$ cat config.mk
export PLATFORM = sky130hd
export DESIGN_NAME = synchronous_fifo_ring
export DESIGN_NICKNAME = d
export VERILOG_FILES = /design/src/rtl/synchronous_fifo_ring.sv
export SDC_FILE = /design/constraint.sdc
export NUM_CORES = 1
export LEC_CHECK = 0
export ABC_AREA = 1
export CAP_MARGIN = 20
export CORE_AREA = 2 2 99 77
export DETAILED_ROUTE_END_ITERATION = 6
export DIE_AREA = 0 0 101 79
export PLACE_DENSITY_LB_ADDON = 0.08
export SETUP_SLACK_MARGIN = 0.3
export SLEW_MARGIN = 20
export SYNTH_ARGS = -nofsm -noshare
export SYNTH_HDL_FRONTEND = slang
export SYNTH_SLANG_ARGS = --single-unit
$ cat constraint.sdc
create_clock -name clk -period 2.8 [get_ports clk]
set_input_delay 0.56 -clock clk [delete_from_list [all_inputs] [get_ports clk]]
set_output_delay 0.56 -clock clk [all_outputs]
set_load 0.02 [all_outputs]
$ cat src/rtl/synchronous_fifo_ring.sv
// Single-clock circular-buffer FIFO. Depth can be any integer >= 2 and every
// entry is usable. The head word falls through, and an occupancy count is provided.
module synchronous_fifo_ring #(
    parameter int DEPTH        = 8,
    parameter int DATA_WIDTH   = 8,
    parameter int AFULL_LEVEL  = DEPTH - 1,
    parameter int AEMPTY_LEVEL = 1,
    parameter int CNT_W        = $clog2(DEPTH + 1)
) (
    input  logic                  clk,
    input  logic                  rst_n,
    input  logic                  push,
    input  logic                  poll,
    input  logic                  flush,
    input  logic [DATA_WIDTH-1:0] data_in,
    output logic [DATA_WIDTH-1:0] head,
    output logic [DATA_WIDTH-1:0] tail,
    output logic [CNT_W-1:0]      count,
    output logic                  full,
    output logic                  empty,
    output logic                  almost_full,
    output logic                  almost_empty,
    output logic                  overflow,
    output logic                  underflow
);

    localparam int PTR_W = (DEPTH > 1) ? $clog2(DEPTH) : 1;
    localparam logic [PTR_W-1:0] LAST_IDX = PTR_W'(DEPTH - 1);

    logic [DATA_WIDTH-1:0] mem [DEPTH];
    logic [PTR_W-1:0]      wp;
    logic [PTR_W-1:0]      rp;
    logic                  push_ok;
    logic                  pop_ok;
    logic [CNT_W-1:0]      count_next;
    logic [PTR_W-1:0]      wp_inc;
    logic [PTR_W-1:0]      rp_inc;

    // A push is accepted when the FIFO has room, or when a pop in the same
    // cycle frees a slot. A poll is accepted only when the FIFO holds data.
    // Both decisions use registered state only, so no output depends
    // combinationally on push or poll.
    always_comb begin
        pop_ok     = poll && !empty;
        push_ok    = push && (!full || poll);
        count_next = count + CNT_W'(push_ok) - CNT_W'(pop_ok);
        wp_inc     = (wp == LAST_IDX) ? '0 : wp + 1'b1;
        rp_inc     = (rp == LAST_IDX) ? '0 : rp + 1'b1;
    end

    always_ff @(posedge clk) begin
        if (push_ok && !flush) begin
            mem[wp] <= data_in;
        end
    end

    always_ff @(posedge clk or negedge rst_n) begin
        if (!rst_n) begin
            wp           <= '0;
            rp           <= '0;
            count        <= '0;
            tail         <= '0;
            full         <= 1'b0;
            empty        <= 1'b1;
            almost_full  <= 1'b0;
            almost_empty <= 1'b1;
            overflow     <= 1'b0;
            underflow    <= 1'b0;
        end else if (flush) begin
            wp           <= '0;
            rp           <= '0;
            count        <= '0;
            tail         <= '0;
            full         <= 1'b0;
            empty        <= 1'b1;
            almost_full  <= 1'b0;
            almost_empty <= 1'b1;
            overflow     <= 1'b0;
            underflow    <= 1'b0;
        end else begin
            if (push_ok) begin
                wp   <= wp_inc;
                tail <= data_in;
            end
            if (pop_ok) begin
                rp <= rp_inc;
            end
            count        <= count_next;
            full         <= (count_next == CNT_W'(DEPTH));
            empty        <= (count_next == '0);
            almost_full  <= (count_next >= CNT_W'(AFULL_LEVEL));
            almost_empty <= (count_next <= CNT_W'(AEMPTY_LEVEL));
            if (push && full && !poll) begin
                overflow <= 1'b1;
            end
            if (poll && empty) begin
                underflow <= 1'b1;
            end
        end
    end

    // The newest word is written at mem[wp] while rp still points at it, so a
    // word pushed into an empty FIFO appears on head on the same edge.
    assign head = empty ? '0 : mem[rp];

endmodule

* After elaboration in Yosys (flattened, before gate mapping)
Memory sizes are Yosys's and may differ from the RTL's. Cells that the tools add are included.
Operators by class: magnitude comparators 2, equal/unequal tests 3, $add $sub $neg 4, muxes and demuxes 20, reduce and logical (&&, ||, !) cells 16
Operators by type and width (count):
- $mux W8 | 3
- $mux W3 | 6
- $mux W1 | 10
- $reduce_bool A2 Y1 | 4
- $add A3 B1 Y3 const B | 2
- $eq A3 B3 Y1 const B | 2
- $logic_and A1 B1 Y1 | 6
- $add A4 B1 Y4 | 1
- $eq A4 B4 Y1 const B | 1
- $ge A4 B3 Y1 const B | 1
- $le A4 B1 Y1 const B | 1
- $logic_not A1 Y1 | 4
- $logic_not A4 Y1 | 1
- $mux W4 | 1
- $sub A4 B1 Y4 | 1
- $logic_or A1 B1 Y1 | 1
Word-level totals: output and inout bits 26, input bits 13, RAM bits 64, memories 1, register bits after elaboration 24
Memories:
- mem | words 8, bits a word 8, read ports 1, clocked after Yosys merged registers in 0, write ports 1, line 30 | logic [DATA_WIDTH-1:0] mem [DEPTH];

* Depth between registers and ports, before layout
Gate-level depths: netlist of the first run.
depth after elaboration 7, depth in mapped cells 14, mapped depth without buffers 13

* Least setup slack after synthesis of the first run
No wires, ideal clock.
kind reg-to-reg, start point register empty, end point register almost_empty, setup slack 0.371 ns, buffers on the path 0, data arrival time 2.350 ns, clock period less this slack 2.429 ns, required time 2.721 ns, cell stages (with the launch flop) 11, cells stage by stage dfstp_2 clkinv_1 nand2_1 inv_1 ha_1 inv_1 ha_1 fa_1 xnor2_1 nand2_1 o21ai_0
On the way: word-level cells in the longest chain between the ends 5
Ends and longest elaborated chain:
- start: declaration | line 20 | output logic empty,
- start signal: assignment | line 90 | empty <= (count_next == '0);
- $logic_not A1 Y1 | line 44 | pop_ok = poll && !empty;
- $logic_and A1 B1 Y1 | line 44
- $sub A4 B1 Y4 | line 46 | count_next = count + CNT_W'(push_ok) - CNT_W'(pop_ok);
- $le A4 B1 Y1 | line 92 | almost_empty <= (count_next <= CNT_W'(AEMPTY_LEVEL));
- $mux W1 | line 69 | end else if (flush) begin
- end signal: assignment | line 92
- end: declaration | line 22 | output logic almost_empty,
No other way between the ends. A chain may end at the register's enable or synchronous reset.

* Worst setup path in the final report of the first run
start point register rp[1], end point output port head[2]
On the way: word-level cells in the longest chain between the ends 2
Ends and longest elaborated chain:
- start: declaration | line 32 | logic [PTR_W-1:0] rp;
- start signal: assignment | line 86 | rp <= rp_inc;
- $mem_v2 Z8 W8
- $mux W8 | line 104 | assign head = empty ? '0 : mem[rp];
- end: declaration | line 16 | output logic [DATA_WIDTH-1:0] head,
No other way between the ends.

==> run metrics, run 1 <==
most numerous cell in the Yosys netlist nand2_1; Net count, final approximately 460; Post-route DRC 0; clock buffer count from CTS 9; RSZ-0062 raised after global routing false; Synthesized Nets 404; Initial Utilization ~54%; setup TNS 0 ns; Syn Inst Count between 300 and 400; TritonCTS Sinks 88; TritonRoute pass-1 iters 4; die footprint between 7000 and 8000 sq um; synth unique cells 25; fin cells between 500 and 600; DR vias/cell between 5 and 6; run status finished clean; Final period util 85.5%; Synth area leaders edfxtp_1, dfrtp_1, nand2_1, nor2_1, inv_1; Critical Path Sink Type output port; Die W ~100 microns; per-cell routed wire length 15.0 microns; Placer Congestion slightly below 0.9; Layout Skew around 0.012 ns; DP HPWL roughly 5500 microns; CTS root buffer clkbuf_8; ys flop type edfxtp_1; highest metal used met4; drt initial violations approximately 130; crit path DAT ~1.8 ns; Area Growth Syn to Fin 18.4%; Max FO, Critical Path 14; initial antenna violation count 0; cell leakage power 1.97 nW; row count 27; Synth top cells by count nand2_1, nor2_1, edfxtp_1; vias in the first global route roughly 2600; postcts setup bufs 0; Slew headroom 55.9%; hold_buf cts 0; worst path required time between 2 and 2.5 ns; actual slew at the worst max-slew pin roughly 0.66 ns; via count ~2700; CTS clk-pin slew, worst paths 0.09 ns; number of diodes 0; Clock Path Buffers 2; max cap viols 0; hold slack between 0.5 and 0.6 ns; Yosys Warn Count 0; Metal-1 WL between 3000 and 4000 microns; Yosys top cell by area edfxtp_1; Tmin final between 2 and 2.5 ns; highest clock rate between 400 and 500 MHz; final WL between 7000 and 8000 microns; CTS tree done; critical setup path kind flop to output port; register area share after synthesis 65.5%; Slew Viols, Final 0; dpl cells ~500; core box area just over 7000 sq um; Routed Antenna Nets 0; Post-synth EDFFs 64; GRT Util Overall 22.4%; final setup fails 0; Max IR drop VDD 0.000351 V; Die Y 79 microns; power per cell area between 700 and 800 nW/um^2; Syn Std Cell Area just under 4000 sq um; post-place setup slack -0.00722 ns; Post-synth ARST share between 20% and 30%; met2 WL ~3600 microns; Startpoint Class flop; H-tree depth 3; Avg Cell Area, Syn roughly 10 sq um; Clk Latency, worst-skew pair 0.36 ns; layout cell share with drive strength beyond 1 a little under an eighth; GR Overflow Total 0; Ports 39; Final Hold Fails 0; first-pass GRT wire length approximately 13000 microns; FF+latch count, synth 88; met3 WL 564 microns; Hold/Removal Path Class flop to flop; Port Buf Inserts 38; Synth top area share 49.9%; final setup margin roughly 0.41 ns; largest net degree at the start of global routing 30
-- layout by cell type (no fill, tap or decap), drive strengths merged --
cell	count
a211oi	1
a31oi	1
dfstp	2
clkinvlp	2
o21ai	22
clkbuf	14
or2	1
nor2	83
a21oi	3
dfrtp	22
clkdlybuf4s50	30
edfxtp	64
nand4	1
buf	21
o22ai	1
nand2	87
clkdlybuf4s15	3
xnor2	1
fa	1
ha	7
nand3b	1
clkinv	4
inv	44
nand3	26
-- layer usage --
layer / GRT usage, % / vias up
met1: 31.3 / 1270
met5: 0 / -
met4: 7.30 / 0
met2: 34.7 / 77
li1: - / 1340
met3: 5.55 / 10
-- final cells by class --
type / instances / area (sq um)
Tap cell: 87 / 109
Inverter: 43 / 164
Clock buffer: 9 / 124
Sequential cell: 88 / 2530
Clock inverter: 7 / 55.1
Multi-Input combinational cell: 236 / 1060
Timing Repair Buffer: 59 / 526
Fill cell: 573 / 2530
-- stage by stage --
stage          utilization (%)  total power, mW  cell area (sq um)
3_5_place_dp              61.8             2.80               4390
3_3_place_gp              61.8             2.78               4390
4_1_cts                   64.4             3.56               4570
2_1_floorplan                -             2.36               3850
5_1_grt                   64.3             3.78               4560
6_report                  64.3             3.54               4560
-- where the power goes --
part | switching [mW] | internal [mW]
Clock | 0.451 | 0.329
Combinational | 0.725 | 0.461
Sequential | 0.0663 | 1.51
Total | 1.24 | 2.30
-- final timing paths --
check,endpoint,from,slack [ns],depth (start not counted)
max,head[2],rp[1],0.41,8
min,underflow,underflow,0.51,2
max reg2reg,almost_empty,empty,0.55,10
min reg2reg,underflow,underflow,0.51,2
max in group asynchronous,empty,rst_n,1.96,2
min in group asynchronous,overflow,rst_n,0.55,2
-- logic make-up (layout without fill, tap and decap cells) --
| logic type | count (synthesis) | count (layout) | synth area share, % |
|---|---|---|---|
| compound gates | 28 | 28 | 3.77 |
| buf+inv | 59 | 118 | 7.21 |
| flops | 88 | 88 | 65.5 |
| fa+ha+maj | 8 | 8 | 2.79 |
| xor+xnor | 1 | 1 | 0.227 |
| simple gates | 199 | 199 | 20.5 |
-- state kept, by name, summed over array words and instances (netlist names) --
signal / flops
wp: 3
rp: 3
almost_empty: 1
mem: 64
tail: 8
underflow: 1
full: 1
count: 4
overflow: 1
empty: 1
almost_full: 1
-- timing repair --
action                     4_1_cts  5_1_grt
pin swaps                        0        0
resized for setup               12       15
setup endpoints to repair        8       11
-- worst max-delay path, stage by stage (launching register included) --
cell             delay [ns]
dfrtp_1                0.36
buf_4                  0.22
inv_2                  0.13
nor2_1                 0.12
o21ai_1                0.06
nand2_1                0.07
nor2_1                 0.04
nor2_1                 0.15
clkdlybuf4s15_1        0.32
Power figures use the tool's default switching activity.
==> run 2: changes to the inputs <==
--- a/config.mk
+++ b/config.mk
@@ -7,9 +7,11 @@
 export LEC_CHECK = 0
 export ABC_AREA = 1
 export CAP_MARGIN = 20
-export CORE_AREA = 2 2 99 77
+export CELL_PAD_IN_SITES_DETAIL_PLACEMENT = 0
+export CELL_PAD_IN_SITES_GLOBAL_PLACEMENT = 2
+export CORE_AREA = 2 2 123 95
 export DETAILED_ROUTE_END_ITERATION = 6
-export DIE_AREA = 0 0 101 79
+export DIE_AREA = 0 0 125 97
 export PLACE_DENSITY_LB_ADDON = 0.08
 export SETUP_SLACK_MARGIN = 0.3
 export SLEW_MARGIN = 20
==> run 2 against run 1 <==
Against the previous run: critical path depth fell by 1; setup slack improved by 0.023 ns; clock power rose by 50%; cell count rose by 9.6%; clock skew fell by 0.0066 ns; first-iteration DRC count fell by 7.8%; hold slack got worse by 0.0046 ns; die area rose by 52%; sequential share of layout area fell by 2.2 points; wire length rose by 9.1%.
==> run metrics, run 2 (synthesized netlist as in run 1, its figures left out) <==
Area Growth Syn to Fin 23.2%; row count 33 (+22%); design area 4750 sq um (+4.1%); clock buffer count from CTS 9 (unchanged); final WL 8680 microns (+9.1%); Max FO, Critical Path 20 (+6); Net count, final 456 (-0.44%); critical setup path kind flop to output port; Net Sw Power 1.28 mW (+3.0%); TritonCTS Sinks 88 (unchanged); Critical Path Slowest Stage Cell dfrtp_2; CTS clk-pin slew, worst paths 0.06 ns (-0.03 ns); Max IR drop VDD 0.000425 V (+21%); CP most frequent cell nand2_1; Sw Ratio 32.3% (-2.8 points); total power 3.97 mW (+12%); Startpoint Class flop; slowest cell delay on critical path 0.47 ns (+0.11 ns); highest clock rate 422 MHz (+0.99%); Port Buf Inserts 38 (unchanged); Top Registers mem x64, tail x8, count x4; sequential share of power 39.8% (-4.7 points); vias in the first global route 2708 (+3.0%); most common cell after layout, fill and taps aside nand2_1; TritonRoute pass-1 iters 4 (unchanged); CTS root buffer clkbuf_16; Hold/Removal Path Class flop to flop; max FFs per register 64 (unchanged); Initial Utilization 35.6% (-19 points); GR Overflow Total 0 (unchanged); layout cell share with drive strength beyond 1 10.0% (-1.3 points); CP cell instances bufbuf_16 -> nand2_1 -> nand2_1 -> nand3_1 -> nand2_1 -> nor2_1 -> dlygate4sd2_1; max cap viols 0 (unchanged); worst path required time 2.24 ns (about the same); DP HPWL 5640 microns (+2.1%); Post-route DRC 0 (unchanged); per-cell routed wire length 15.0 microns (-0.50%); Tmin final 2.37 ns (-0.0234 ns); run status finished clean; Int Power 2.69 mW (+17%); clock network power share 29.4% (+7.4 points); Gate power share 30.8% (-2.7 points); cell leakage power 2.02 nW (+2.8%); crit path DAT 1.81 ns (-0.02 ns); Top reg by flops mem; Layout Skew 0.00527 ns (-0.00657 ns); Slew Viols, Final 0 (unchanged); final setup fails 0 (unchanged); drt initial violations 119 (-7.8%); power per cell area 836 nW/um^2 (+7.6%); instance area at placement 4440 sq um (+1.3%); number of diodes 0 (unchanged); initial antenna violation count 0 (unchanged); first-pass GRT wire length 14300 microns (+9.7%); H-tree depth 3 (unchanged); number of fill cells 1058 (+85%); hold_buf cts 0 (unchanged); Placer Congestion 0.745 (-17%); Clk Latency, worst-skew pair 0.34 ns (-0.02 ns); GRT Util Overall 15.5% (-6.8 points); Critical Path Sink Type output port; Slew headroom 53.4% (-2.5 points); Ports 39 (unchanged); via count 2594 (-3.8%); die footprint 12100 sq um (+52%); CTS tree done; Die W 125 microns (+24%); Final period util 84.7% (-0.83 points); core box area 10800 sq um (+52%); Final Hold Fails 0 (unchanged); most frequent cells in the layout nand2_1, nor2_1, edfxtp_1; RSZ-0062 raised after global routing true; actual slew at the worst max-slew pin 0.699 ns (+0.0371 ns); Die Y 97 microns (+23%); largest net degree at the start of global routing 27 (-10%); Clock Path Buffers 2 (unchanged); Routed Antenna Nets 0 (unchanged); DR vias/cell 4.47 (-12%)
## run 2: cell types whose count changed in the layout (fill, tap and decap cells not counted), moves of 2 or more
cell,previous run,this run
clkinv_4,2,0
clkbuf_1,0,4
clkbuf_16,0,9
clkdlybuf4s15_1,3,1
clkbuf_8,9,0
dlygate4sd2_1,0,3
buf_4,20,17
## run 2: area by class of cell
| type | instances | area (sq um) | share of cell area (%) |
|---|---|---|---|
| Sequential cell | 88 | 2530 | 53.2 |
| Multi-Input combinational cell | 236 | 1060 | 22.4 |
| Tap cell | 140 | 175 | 3.69 |
| Clock buffer | 13 | 240 | 5.06 |
| Timing Repair Buffer | 57 | 537 | 11.3 |
| Clock inverter | 3 | 42.5 | 0.896 |
| Inverter | 43 | 166 | 3.50 |
## run 2: worst paths after layout
| path | from | depth (start not counted) | slack, ns | endpoint |
|---|---|---|---|---|
| worst min-delay path | overflow | 2 | 0.51 | overflow |
| worst max-delay path | rp[0] | 7 | 0.43 | head[3] |
| min in group asynchronous | rst_n | 2 | 0.58 | tail[6] |
| worst min register to register | overflow | 2 | 0.51 | overflow |
| worst max register to register | empty | 10 | 0.59 | almost_empty |
| max in group asynchronous | rst_n | 2 | 1.92 | empty |
## run 2: power groups by stage
stage / clock network [mW] / registers (mW) / logic [mW]
6_report: 1.17 / 1.58 / 1.22
5_1_grt: 1.25 / 1.59 / 1.37
4_1_cts: 1.19 / 1.58 / 1.22
3_5_place_dp: 0 / 1.60 / 1.22
3_3_place_gp: 0 / 1.60 / 1.22
2_1_floorplan: 0 / 1.66 / 0.695
## run 2: per-layer routing
metal	part of all wire, %	GRT usage [%]	vias to the layer above
met2	44	23.4	42
met1	51	22.0	1211
met4	1.3	5.04	0
met3	3.6	3.82	9
met5	0	0	-
li1	-	-	1332
## run 2: timing repair
action,in CTS,in global routing
endpoints found under the setup margin,8,9
endpoints found under the hold margin,0,0
gates cloned,1,0
gates resized for setup,11,12
buffers inserted,0,0
pin swaps,0,1
## run 2: worst max-delay path: cells and delay by family, from the launching register on
| kind | cells | cell delay, ns |
|---|---|---|
| buffers and inverters | 2 | 0.66 |
| DFF | 1 | 0.47 |
| and+or+nand+nor | 5 | 0.34 |
## run 2: stage by stage
step	std cells	hold WS, ns	setup TNS, ns	util [%]	setup WS (ns)
2_1_floorplan	383	0.264	0	-	0.371
3_3_place_gp	563	0.487	-0.00390	41.1	-0.00390
3_5_place_dp	563	0.503	-0.0275	41.1	-0.0174
4_1_cts	580	0.514	0	43.9	0.238
5_1_grt	580	0.538	0	43.9	0.256
6_report	580	0.506	0	43.9	0.429
==> RTL edit 1 (config.mk and constraints of run 2) <==
Change the parameter `DATA_WIDTH` from 8 to 7.
--- a/src/rtl/synchronous_fifo_ring.sv
+++ b/src/rtl/synchronous_fifo_ring.sv
@@ -3,5 +3,5 @@
 module synchronous_fifo_ring #(
     parameter int DEPTH        = 8,
-    parameter int DATA_WIDTH   = 8,
+    parameter int DATA_WIDTH   = 7,
     parameter int AFULL_LEVEL  = DEPTH - 1,
     parameter int AEMPTY_LEVEL = 1,
Interface: changed (resized data_in, head and tail); port bits go from 39 to 36. No check against the original RTL was run, so the function may have changed too.
==> RTL edit 1 against run 2 <==
  * Area after synthesis down 9.3%
  * Worst setup slack improved by 0.012 ns
  * Cell area is 6.9% lower
  * Routed wire length fell by 8.9%
  * Sequential cell count down 9
  * Via count shrank 7.8%
  * Synthesized cell count down 9.4%
  * Power decreased by 4.9%
==> RTL edit 1: results (changes against run 2) <==
Placed design
  • Port Buffers: 35 (-7.9%)
  • Detailed placement HPWL: 5370 µm (-4.8%)
  • DP Area: 4060 µm² (-8.6%)

Worst setup path
  • Crit path launch: rp[1]$_DFFE_PN0P_
  • Worst Path Max Fanout: 4 (-80%)
  • Worst reg2reg endpoint: full$_DFF_PN0_
  • Reg-to-reg slack, setup: 0.65 ns (+0.06 ns)
  • CP peak stage delay: 0.45 ns (-0.02 ns)

Routing
  • DRT iter0 DRCs: 62 (-48%)
  • TritonRoute pass-1 iters: 5 (+1)
  • Final WL: 7910 µm (-8.9%)

Synth
  • Top cells by count, synth: nand2_1 (77), nor2_1 (74), edfxtp_1 (56), inv_1 (39), nand3_1 (23)
  • Post-Syn Nets: 367 (-9.2%)
  • Fraction of the mapped netlist area in compound gates: 0.0386 (+0.000976)
  • Post-synth EDFFs: 56 (-13%)

Timing
  • Clk_skew: 0.00777 ns (+0.00250 ns)

Global route
  • Global-route wire length before repair: 13,100 µm (-8.9%)
  • Largest net degree at the start of global routing: 25 (-7.4%)

Pwr
  • Pleak: 1.90 nW (-6.0%)
  • Sequential group power: 1.43 mW (-9%)

Cells and area
  • Share of post-route cells with drive strength above 1: 0.123 (+0.0229)
  • FILL cells: 1,100 (+4.0%)
  • Top flop regs: mem: 56 flops, tail: 7 flops, count: 4 flops

Hold path
  • Worst hold path startpoint: tail[3]$_DFFE_PN0P_

Clock tree
  • Post-CTS Setup Inserts: 4 (+4)

Outcome
  • Status: finished clean
[RTL edit 1: per-stage QoR]
stage / hold WS, ns / total power, mW / instances / setup TNS, ns
finish: 0.506 / 3.78 / 547 / 0
global route: 0.557 / 4.03 / 547 / 0
CTS: 0.515 / 3.80 / 547 / 0
detailed placement: 0.501 / 2.59 / 527 / -0.0356
global placement: 0.498 / 2.60 / 527 / -0.0141
floorplan: 0.264 / 2.15 / 347 / 0
[RTL edit 1: final cells by class]
| class | count | area share |
|---|---|---|
| tap | 140 | 0.0396 |
| inverter | 40 | 0.0354 |
| clock buffer | 12 | 0.0583 |
| sequential | 79 | 0.512 |
| multi-input combinational | 215 | 0.226 |
| timing repair buffer | 57 | 0.118 |
| clock inverter | 4 | 0.0113 |
[RTL edit 1: metal layers]
metal	wire [µm]	GRT usage	share of wire	vias up
li1	-	-	-	1227
met1	4150	0.198	0.52	1136
met2	3550	0.215	0.45	24
met3	136	0.0343	0.017	4
met4	78	0.0436	0.0099	0
met5	0	0	0	-
==> RTL edit 2 (settings of run 2) <==
Without the edit above. Reset style: synchronous (`rst_n`), changed in one clocked block.
--- a/src/rtl/synchronous_fifo_ring.sv
+++ b/src/rtl/synchronous_fifo_ring.sv
@@ -55,5 +55,5 @@
     end
 
-    always_ff @(posedge clk or negedge rst_n) begin
+    always_ff @(posedge clk) begin
         if (!rst_n) begin
             wp           <= '0;
Check against the original RTL: differs if rst_n is asserted again (counterexample within 4 cycles, from zero or initial values and one cycle with rst_n low); with rst_n held inactive, the same outputs for 10 cycles.
==> RTL edit 2 against run 2 <==
  * Hold slack got worse by 0.029 ns
  * Die area unchanged
  * Routed wire length increased by 0.71%
  * Area after synthesis increased by 0.55%
  * Worst setup slack improved by 0.024 ns
  * Count of clock-buffer cells in the layout unchanged
  * Sequential cell count increased by 3
  * Cell area decreased by 0.32%
  * Core utilization decreased by 0.14 points
  * Cell count increased by 3.6%
  * Critical path type is now in2reg
Power is not compared: it rests on default switching activity, and its combinational part moved more than twofold at a synthesized area within 25%.
==> RTL edit 2: results (changes against run 2) <==
Routing
  • Via count: 2,651 (+2.2%)
  • DRT iter0 DRCs: 157 (+32%)
  • Final WL: 8740 µm (+0.71%)

Placed design
  • Detailed placement HPWL: 5670 µm (+0.56%)
  • Routability congestion estimate: 0.759 (+1.8%)
  • Setup Slack @ Placement: -0.0395 ns (-0.0221 ns)

Cells and area
  • FILL cells: 1,072 (+1.3%)
  • Layout Nets: 478 (+4.8%)
  • Share of post-route cells with drive strength above 1: 0.0846 (-0.0154)
  • Top flop regs: mem: 64 flops, tail: 8 flops, count: 4 flops

Worst setup path
  • Crit path max-delay cell type: clkdlybuf4s50_1
  • Critical path arrival: 2.63 ns (+0.82 ns)
  • CP peak stage delay: 0.49 ns (+0.02 ns)
  • Worst Path Max Fanout: 3 (-85%)

Timing
  • Clk_skew: 0.00564 ns (+0.000371 ns)
  • Worst slew pin tran: 0.405 ns (-0.294 ns)

Synth
  • Top cells by area, synth: edfxtp_1 (50%), dfxtp_1 (14%), nand2_1 (13%)
  • Seq/Total Area, Yosys: 0.635 (-0.0197)
  • FFs w/ async S/R, synth: 0 (-0.273)
  • Yosys cell types: 23 (-8.0%)
  • Post-synth EDFFs: 64 (unchanged)
  • Top cells by count, synth: nand2_1 (133), edfxtp_1 (64), nor2_1 (53), inv_1 (50), dfxtp_1 (27)
  • Post-Syn Nets: 426 (+5.4%)

Global route
  • Number of global-route vias before repair: 2,582 (-4.7%)
  • GRT Total Usage: 0.155 (about the same)
  • Global-route wire length before repair: 14,200 µm (-0.63%)
  • Largest net degree at the start of global routing: 33 (+22%)

Clock tree
  • CTS clk-pin slew, worst paths: 0.06 ns (about the same)

Outcome
  • Status: finished clean

Pwr
  • Psw: 0.641 mW
  • Peak supply drop: a little under 0.4 mV
[RTL edit 2: per-stage QoR]
step	hold slack (ns)	instance area [µm²]	std cells	power (mW)
after global placement	0.449	4440	584	1.77
after global routing	0.512	4730	601	2.96
final	0.477	4730	601	2.84
after CTS	0.473	4720	600	2.88
after detailed placement	0.457	4440	584	1.77
after floorplan	0.462	3880	404	1.65
[RTL edit 2: power by group through the flow]
stage / logic [mW] / clock network (mW) / registers [mW]
final: 0.255 / 1.10 / 1.48
after global routing: 0.287 / 1.18 / 1.49
after CTS: 0.256 / 1.14 / 1.48
after detailed placement: 0.257 / 0 / 1.51
after global placement: 0.256 / 0 / 1.51
after floorplan: 0.123 / 0 / 1.53
[RTL edit 2: cell type report]
cell class | count | area (µm²) | area share
Sequential cell | 91 | 2460 | 0.521
Multi-Input combinational cell | 247 | 1110 | 0.234
Timing Repair Buffer | 55 | 513 | 0.108
Clock buffer | 13 | 253 | 0.0534
Inverter | 52 | 205 | 0.0433
Tap cell | 140 | 175 | 0.0370
Clock inverter | 3 | 15.0 | 0.00317
[RTL edit 2: cell families (layout without fill, tap and decap cells)]
family | Yosys count | count (layout) | synth area share
buffers and inverters | 66 | 123 | 0.0813
XOR/XNOR | 1 | 1 | 0.00226
flip-flops | 91 | 91 | 0.635
adder cells (fa/ha/maj) | 9 | 9 | 0.0310
AND/OR/NAND/NOR | 215 | 215 | 0.219
AO/OA/AOI/OAI | 22 | 22 | 0.0313
[RTL edit 2: worst paths after layout]
path / start / to / slack, ns / cells past startpoint
setup / recovery: poll / almost_full$_SDFF_PP0_ / 0.45 / 14
hold reg to reg: underflow$_SDFFE_PP0P_ / underflow$_SDFFE_PP0P_ / 0.48 / 2
hold / removal: underflow$_SDFFE_PP0P_ / underflow$_SDFFE_PP0P_ / 0.48 / 2
setup reg to reg: full$_SDFF_PP0_ / almost_full$_SDFF_PP0_ / 0.87 / 12
[RTL edit 2: layer usage]
layer  wire length [µm]  up-vias  global-route usage
met5                  0        -                   0
met4                116        0              0.0470
met3                419       12              0.0426
met2               3960       61               0.239
met1               4250     1191               0.215
li1                   -     1387                   -
[RTL edit 2: worst min-delay path: cells and delay by family, from the launching register on]
kind | cells | cell delay, ns
AOI/OAI and AO/OA | 1 | 0.04
DFF | 1 | 0.33
and+or+nand+nor | 1 | 0.07
[RTL edit 2: repair_timing]
action / 4_1_cts / 5_1_grt
buffers inserted: 0 / 1
resized for setup: 12 / 3
pin swaps: 0 / 1
hold buffers: 0 / 0
setup endpoints to repair: 9 / 6
